===== src/rtl/apb_pkg.sv =====
// Shared APB definitions: FSM state encoding, default bus widths and the
// register map of the APB-attached UART and GPIO slaves.
package apb_pkg;

  localparam int APB_ADDR_W = 32;
  localparam int APB_DATA_W = 32;

  typedef enum logic [1:0] {
    ST_IDLE   = 2'd0,
    ST_SETUP  = 2'd1,
    ST_ACCESS = 2'd2
  } apb_state_e;

  localparam logic [APB_ADDR_W-1:0] UART_RXDATA_ADDR = 32'h0000_0078;
  localparam logic [APB_ADDR_W-1:0] UART_TXDATA_ADDR = 32'h0000_0079;
  localparam logic [APB_ADDR_W-1:0] UART_STATUS_ADDR = 32'h0000_007A;
  localparam logic [APB_ADDR_W-1:0] UART_CTRL_ADDR   = 32'h0000_007B;
  localparam logic [APB_ADDR_W-1:0] GPIO_OUT_ADDR    = 32'h0000_0080;
  localparam logic [APB_ADDR_W-1:0] GPIO_IN_ADDR     = 32'h0000_0084;
  localparam logic [APB_ADDR_W-1:0] GPIO_DIR_ADDR    = 32'h0000_0088;

endpackage


===== src/rtl/apb_timeout_cnt.sv =====
// Wait-state watchdog: counts enabled cycles since the last clear and flags
// expiry on the TIMEOUT-th one. TIMEOUT=0 removes the counter entirely.
module apb_timeout_cnt #(
  parameter int TIMEOUT = 64
) (
  input  logic pclk,
  input  logic rst,
  input  logic clr,
  input  logic en,
  output logic expired
);

  generate
    if (TIMEOUT == 0) begin : g_off
      logic unused_in;
      assign unused_in = ^{pclk, rst, clr, en};
      assign expired   = 1'b0;
    end else begin : g_on
      localparam int CW = (TIMEOUT > 1) ? $clog2(TIMEOUT) : 1;
      logic [CW-1:0] cnt;

      // Saturates at TIMEOUT-1; the owner aborts on that same edge.
      always_ff @(posedge pclk) begin
        if (!rst || clr)         cnt <= '0;
        else if (en && !expired) cnt <= cnt + 1'b1;
      end

      assign expired = (cnt == CW'(TIMEOUT - 1));
    end
  endgenerate

endmodule


===== src/rtl/apb_master.sv =====
// APB initiator: turns one command-port request into a single SETUP/ACCESS
// transfer and returns a one-cycle response, aborting on wait-state timeout.
module apb_master
  import apb_pkg::*;
#(
  parameter int ADDR_W  = APB_ADDR_W,
  parameter int DATA_W  = APB_DATA_W,
  parameter int STRB_W  = DATA_W / 8,
  parameter int TIMEOUT = 64
) (
  input  logic              pclk,
  input  logic              rst,
  input  logic              cmd_valid,
  output logic              cmd_ready,
  input  logic              cmd_write,
  input  logic [ADDR_W-1:0] cmd_addr,
  input  logic [DATA_W-1:0] cmd_wdata,
  input  logic [STRB_W-1:0] cmd_strb,
  output logic              rsp_valid,
  output logic [DATA_W-1:0] rsp_rdata,
  output logic              rsp_err,
  output logic              rsp_timeout,
  output logic              apb_done,
  output logic              psel,
  output logic              penable,
  output logic              pwrite,
  output logic [ADDR_W-1:0] padd,
  output logic [DATA_W-1:0] pwdata,
  output logic [STRB_W-1:0] pstrb,
  input  logic              pready,
  input  logic [DATA_W-1:0] prdata,
  input  logic              pslevrr
);

  apb_state_e state, state_nxt;
  logic       ready_q;
  logic       accept, done_ok, abort;
  logic       tmo_exp;

  always_ff @(posedge pclk) begin
    if (!rst) state <= ST_IDLE;
    else      state <= state_nxt;
  end

  always_comb begin
    state_nxt = state;
    accept    = 1'b0;
    done_ok   = 1'b0;
    abort     = 1'b0;
    case (state)
      ST_IDLE: begin
        if (cmd_valid && ready_q) begin
          accept    = 1'b1;
          state_nxt = ST_SETUP;
        end
      end
      ST_SETUP: state_nxt = ST_ACCESS;
      ST_ACCESS: begin
        if (pready) begin
          done_ok   = 1'b1;
          state_nxt = ST_IDLE;
        end else if (tmo_exp) begin
          abort     = 1'b1;
          state_nxt = ST_IDLE;
        end
      end
      default: state_nxt = ST_IDLE;
    endcase
  end

  apb_timeout_cnt #(.TIMEOUT(TIMEOUT)) u_tmo (
    .pclk    (pclk),
    .rst     (rst),
    .clr     (accept),
    .en      (state == ST_ACCESS && !pready),
    .expired (tmo_exp)
  );

  // ready_q keeps cmd_ready low until the first edge after reset releases.
  assign cmd_ready = ready_q && (state == ST_IDLE);
  assign psel      = (state != ST_IDLE);
  assign penable   = (state == ST_ACCESS);

  always_ff @(posedge pclk) begin
    if (!rst) begin
      ready_q     <= 1'b0;
      pwrite      <= 1'b0;
      padd        <= '0;
      pwdata      <= '0;
      pstrb       <= '0;
      rsp_valid   <= 1'b0;
      apb_done    <= 1'b0;
      rsp_rdata   <= '0;
      rsp_err     <= 1'b0;
      rsp_timeout <= 1'b0;
    end else begin
      ready_q   <= 1'b1;
      rsp_valid <= done_ok || abort;
      apb_done  <= done_ok || abort;
      if (accept) begin
        pwrite <= cmd_write;
        padd   <= cmd_addr;
        pwdata <= cmd_wdata;
        pstrb  <= cmd_write ? cmd_strb : '0;
      end
      // Response fields persist until the next completion or abort.
      if (done_ok) begin
        rsp_err     <= pslevrr;
        rsp_timeout <= 1'b0;
        rsp_rdata   <= (!pwrite && !pslevrr) ? prdata : '0;
      end else if (abort) begin
        rsp_err     <= 1'b1;
        rsp_timeout <= 1'b1;
        rsp_rdata   <= '0;
      end
    end
  end

endmodule


===== config.mk =====
export PLATFORM = sky130hd
export DESIGN_NAME = apb_master
export DESIGN_NICKNAME = d
export VERILOG_FILES = /design/src/rtl/apb_pkg.sv /design/src/rtl/apb_timeout_cnt.sv /design/src/rtl/apb_master.sv
export SDC_FILE = /design/constraint.sdc
export NUM_CORES = 1
export LEC_CHECK = 0
export ABC_AREA = 1
export CORE_ASPECT_RATIO = 0.7
export CORE_MARGIN = 4
export CORE_UTILIZATION = 43
export DETAILED_ROUTE_END_ITERATION = 6
export HOLD_SLACK_MARGIN = 0.12
export PLACE_DENSITY = 0.9
export SLEW_MARGIN = 25
export SYNTH_ARGS = -nofsm -noshare
export SYNTH_HDL_FRONTEND = slang
export SYNTH_HIERARCHICAL = 1
export SYNTH_SLANG_ARGS = --single-unit
export TNS_END_PERCENT = 5

===== constraint.sdc =====
create_clock -name pclk -period 3.2 [get_ports pclk]
set_input_delay 0.64 -clock pclk [delete_from_list [all_inputs] [get_ports pclk]]
set_output_delay 0.64 -clock pclk [all_outputs]
set_load 0.05 [all_outputs]

## Word level (Yosys, flattened, before mapping)

Cells that the tools add are included.

| cells by class | value |
|---|---|
| multiplexer cells | 18 |
| magnitude comparators | 0 |
| $add $sub $neg | 1 |
| bitwise operators | 1 |
| reductions and logical operators | 17 |
| multipliers | 0 |
| eq/ne operators | 5 |
| divide/modulo/power cells | 0 |
| shifts and indexed selects | 0 |

Operators by type and width:

| operator | count |
|---|---|
| 32-bit two-way mux | 3 |
| 1-bit two-way mux | 10 |
| 6-bit by 1-bit adder with 6-bit output, second input constant | 1 |
| 6-bit == test, second input constant | 1 |
| 2-bit two-way mux | 3 |
| 2-bit one-hot mux with 3 select lines | 1 |
| 1-bit logical AND | 5 |
| 1-bit zero test | 5 |
| 4-bit two-way mux | 1 |
| 2-bit nonzero test | 2 |
| 3-bit by 1-bit != test with 1-bit output, second input constant | 1 |
| 2-bit by 1-bit == test with 1-bit output, second input constant | 1 |
| 2-bit == test, second input constant | 1 |
| 2-bit zero test | 1 |
| 1-bit logical OR | 2 |
| 2-bit != test, second input constant | 1 |
| 2-bit AND reduction | 1 |
| 2-bit OR reduction | 1 |
| 1-bit NOT | 1 |

| word-level totals | value |
|---|---|
| memory bits (read-only) | 0 |
| output and inout bits | 108 |
| memories kept | 0 |
| input bits | 106 |
| latch bits | 0 |
| bits in registers | 113 |
| memory bits (writable) | 0 |
| word-level logic and storage cells | 53 |

## Depth between registers and ports, before layout

| logic depth | value |
|---|---|
| depth in word-level cells | 6 |
| mapped depth | 9 |
| mapped depth without buffers | 9 |

## Cells and area by module

Netlist, hierarchy kept.

By module, submodules not included:

| module | cells each | sequential area each (um^2) | instances | area each (um^2) |
|---|---|---|---|---|
| apb_master | 543 | 2142.1 | 1 | 4000.1 |
| apb_timeout_cnt | 49 | 120.1 | 1 | 340.3 |

## Worst setup path after synthesis

OpenSTA, ideal clock, no wires.

| timing | value |
|---|---|
| path type | reg-to-output |
| start point | register state[0] |
| end point | output port cmd_ready |
| arrival time | 1.307 ns |
| required time | 2.560 ns |
| slack | 1.253 ns |
| cell stages (with the launch flop) | 4 |
| path buffers | 0 |
| cell sequence | dfxtp_1 > inv_2 > nand2_2 > nor2_1 |

| between the ends | value |
|---|---|
| word-level cells in the longest chain between the ends | 2 |

RTL lines:

| what | RTL line | source |
|---|---|---|
| start, declared | apb_master.sv:35 | `apb_state_e state, state_nxt;` |
| start signal, assigned | apb_master.sv:42 | `else state <= state_nxt;` |
| 2-bit zero test | apb_master.sv:80 | `assign cmd_ready = ready_q && (state == ST_IDLE);` |
| 1-bit logical AND | apb_master.sv:80 |  |
| end, declared | apb_master.sv:14 | `output logic cmd_ready,` |

No other way between the ends.

## Final worst setup path

| timing | value |
|---|---|
| start point | register state[1] |
| end point | output port penable |

| between the ends | value |
|---|---|
| word-level cells in the longest chain between the ends | 1 |

RTL lines:

| what | RTL line | source |
|---|---|---|
| 2-bit == test | apb_master.sv:82 | `assign penable = (state == ST_ACCESS);` |
| end, declared | apb_master.sv:25 | `output logic penable,` |

No other way between the ends.

==> results.md <==
- Counting every net in the synthesized netlist gives 699.
- The power density over the cells is a little under 600 nW/um2.
- TritonCTS built the clock tree.
- Of the cells placed in the final design, the portion with a size suffix greater than 1 is roughly 6.5%.
- The number of antenna violations at the first check in global routing is 0.
- The final worst clock skew is roughly 0.0066 ns.
- The count of different cell masters after synthesis is 24.
- The hold slack is between 0.4 and 0.5 ns.
- The setup path with the least slack is of type reg -> out.
- The detailed-route via count is 4507.
- The synthesis-stage register bit count is 113.
- The critical path launch point is state[1].
- The clock transition time at the flip-flop clock pins of the worst setup and hold paths is approximately 0.05 ns.
- After detailed placement, the total cell area comes to 6510 um2.
- The pin slew with the least headroom to its limit is 0.812 ns.
- Of the available clock period, the critical path in the final layout requires 78.5%.
- The final hold violation count is 0.
- The number of warnings printed during yosys synthesis is 6.
- The worst setup path is launched from a flip-flop.
- The number of global-route vias before repair is 4460.
- After floorplanning, the core was divided into 30 placement rows.
- After global routing, the most crowded layer is met2.
- The largest total area in the synthesized netlist belongs to sky130_fd_sc_hd__dfxtp_1.
- Summing the sequential cell areas from Yosys gives 52.1% of the chip area.
- At the worst endpoint, the arrival time is 1.87 ns.
- The overflow left after global routing is 0.
- Global routing used 22.0% of the available tracks.
- In this run the horizontal extent of the chip is ~130 um.
- The average cell area after synthesis is between 7 and 8 um2.
- In the final routed layout, each cell accounts on average for 13.9 um.
- The number of resized instances in the post-cts repair step is 0.
- The highest clock frequency the design can meet is 0.398 GHz.
- For this design, the CTS-stage hold fixing added 0 buffers.
- The detail route stage leaves a number of antenna-violating nets equal to 0.
- The synthesized design devotes to its leading area cell type 52.1% of total area.
- Across the run, the number of max-cap violations was 0.
- Summed over all nets, the half-perimeter wirelength after detailed placement is 9580 um.
- The starting density of the core is between 40% and 50%.
- Setup violations remaining at the end of the flow were counted as 0.
- VDD sags by at most 0.368 mV.
- The number of pins with negative max-slew slack in the final report is 0.
- The hold path startpoint is rsp_rdata[4].
- The clock net in this run drives a total of 113 sinks.
- The number of buffers on the longest clock path is 2.
- The run finished with clean final reports.
- The final wirelength is around 13000 um.
- The clock insertion delay at the later pin of the skew report is approximately 0.40 ns.
- The post-detailed-route DRC marker count is 0.
- Buffers placed on the I/O ports in this run total roughly 210.
- The worst pin sits at a relative slew slack of 45.8%.
- In this run the worst hold path is classified as reg -> reg.
- The global-route wire length before repair is 21100 um.
- The pin count of the biggest net entering global routing is 69.
- The area of the core is 9760 um2.
- The biggest fanout along the worst timing path is 3.
- The repair_antennas step left the layout with diodes totalling 0.
- Setup repair after global routing left no endpoint under its margin.
- The growth of design area from synthesis to finish is 64.7%.
- The die covers 11800 um2.
- Global routing used 38.1% of the available met2 tracks.
- Global routing consumed, on the met3 layer, 7.57% of the routing resources.
- STA puts the critical path data required time at ~2.6 ns.
- The starting DRC count in detailed routing is 257.
- The final sum of negative setup slack is 0 ns.
- The detailed-router iteration count before antenna repair is 4.
- In this run, CTS created clock tree buffers numbering 17.
- The height of the die is approximately 90 um.
- In the global route stage, met1 resource usage came out at 24.6%.
- The buffer type at the clock tree root is sky130_fd_sc_hd__clkbuf_16.
- The post-synthesis instance total is 592.
- The critical path capture point type is a primary output.
- The worst path needs 2.51 ns of the cycle, external delays included.
- In this run the static leakage power is 2.85 nW.
- The total setup buffers inserted after CTS is 0.
- Using the TritonRoute via totals, the vias-per-cell ratio works out to 4.80.
- The top-level port count is 214.
- The startpoint of the worst-slack reg-to-reg timing path is u_tmo/g_on.cnt[0].
- Ranked by total cell area, the synthesized netlist is headed by sky130_fd_sc_hd__dfxtp_1, sky130_fd_sc_hd__nor2_1, sky130_fd_sc_hd__nand2_1.
- The number of nets in the layout is 904.
- The post-synthesis instance area is between 4000 and 5000 um2.
- The final instance area is 7150 um2.
- The number of H-tree branching levels is 4.
- The placer's final routability congestion estimate is 0.869.
## final cells by class
| cell class | instances | area, um2 |
|---|---|---|
| Timing Repair Buffer | 221 | 2200 |
| Clock inverter | 11 | 185 |
| Inverter | 49 | 184 |
| Clock buffer | 21 | 450 |
| Sequential cell | 113 | 2260 |
| Multi-Input combinational cell | 395 | 1710 |
| Tap cell | 128 | 160 |
| Fill cell | 719 | 2610 |
## state kept, by name, indices dropped and copies added, names as in the netlist
name / count
state: 2
pwrite: 1
rsp_rdata: 32
ready_q: 1
apb_done: 1
rsp_err: 1
u_tmo/g_on.cnt: 6
rsp_timeout: 1
pwdata: 32
padd: 32
pstrb: 4
## stage by stage
| stage | instances | power (mW) | setup WS [ns] | util, % |
|---|---|---|---|---|
| after floorplan | 592 | 1.94 | 1.25 | - |
| final | 938 | 4.22 | 0.687 | 73.2 |
| after global placement | 906 | 2.22 | 0.959 | 66.7 |
| after CTS | 938 | 4.25 | 0.673 | 73.2 |
| after detailed placement | 906 | 2.23 | 0.848 | 66.7 |
| after global routing | 938 | 4.38 | 0.646 | 73.2 |
## cells by family (layout without fill, tap and decap cells)
group	count (synthesis)	in the layout	synth area share, %
AND/OR/NAND/NOR	283	283	25.7
XOR/XNOR	2	2	0.404
adder cells (fa/ha/maj)	1	1	0.288
AO/OA/AOI/OAI	109	109	12.8
buffers and inverters	84	302	8.68
flip-flops	113	113	52.1
## per-layer routing
layer | vias to the layer above | share of wire (%)
li1 | 2252 | -
met1 | 2084 | 41
met2 | 147 | 50
met3 | 24 | 7.4
met4 | 0 | 2.1
met5 | - | 0
## synthesized netlist by cell type, drive strengths merged
cell,instances
nor2,181
dfxtp,113
nand2,94
o21ai,67
inv,49
a21oi,41
buf,23
clkbuf,12
nand4,5
nand3,3
a21boi,1
ha,1
xnor2,1
xor2,1
## placed cells by master (no fill, tap or decap), types with 4 or more instances in the layout
| cell type | Yosys | routed |
|---|---|---|
| sky130_fd_sc_hd__nand4_1 | 5 | 5 |
| sky130_fd_sc_hd__o21ai_1 | 25 | 25 |
| sky130_fd_sc_hd__a21oi_1 | 41 | 41 |
| sky130_fd_sc_hd__inv_1 | 45 | 45 |
| sky130_fd_sc_hd__clkinv_2 | 0 | 4 |
| sky130_fd_sc_hd__bufinv_16 | 0 | 5 |
| sky130_fd_sc_hd__buf_4 | 5 | 7 |
| sky130_fd_sc_hd__dfxtp_1 | 113 | 113 |
| sky130_fd_sc_hd__o21ai_0 | 41 | 41 |
| sky130_fd_sc_hd__clkbuf_16 | 0 | 17 |
| sky130_fd_sc_hd__clkdlybuf4s50_1 | 0 | 212 |
| sky130_fd_sc_hd__nand2_1 | 90 | 90 |
| sky130_fd_sc_hd__nor2_1 | 176 | 176 |
| sky130_fd_sc_hd__inv_2 | 4 | 4 |
## worst paths after layout
path | endpoint | slack, ns | cells after the start
setup reg to reg | rsp_rdata[30] | 1.46 | 9
setup / recovery | penable | 0.69 | 3
hold / removal | rsp_rdata[4] | 0.46 | 2
hold reg to reg | rsp_rdata[4] | 0.46 | 2
## critical path: stages, from the launching register on
cell	delay, ns
sky130_fd_sc_hd__dfxtp_1	0.40
sky130_fd_sc_hd__inv_2	0.08
sky130_fd_sc_hd__nor2_2	0.15
sky130_fd_sc_hd__clkdlybuf4s50_1	0.85
## where the power goes
part	leakage (nW)	total (mW)	switching (mW)	internal, mW
Sequential	0.923	1.51	0.0353	1.48
Combinational	1.62	0.697	0.415	0.281
Clock	0.307	2.01	0.614	1.39
(Power assumes the default switching activity.)
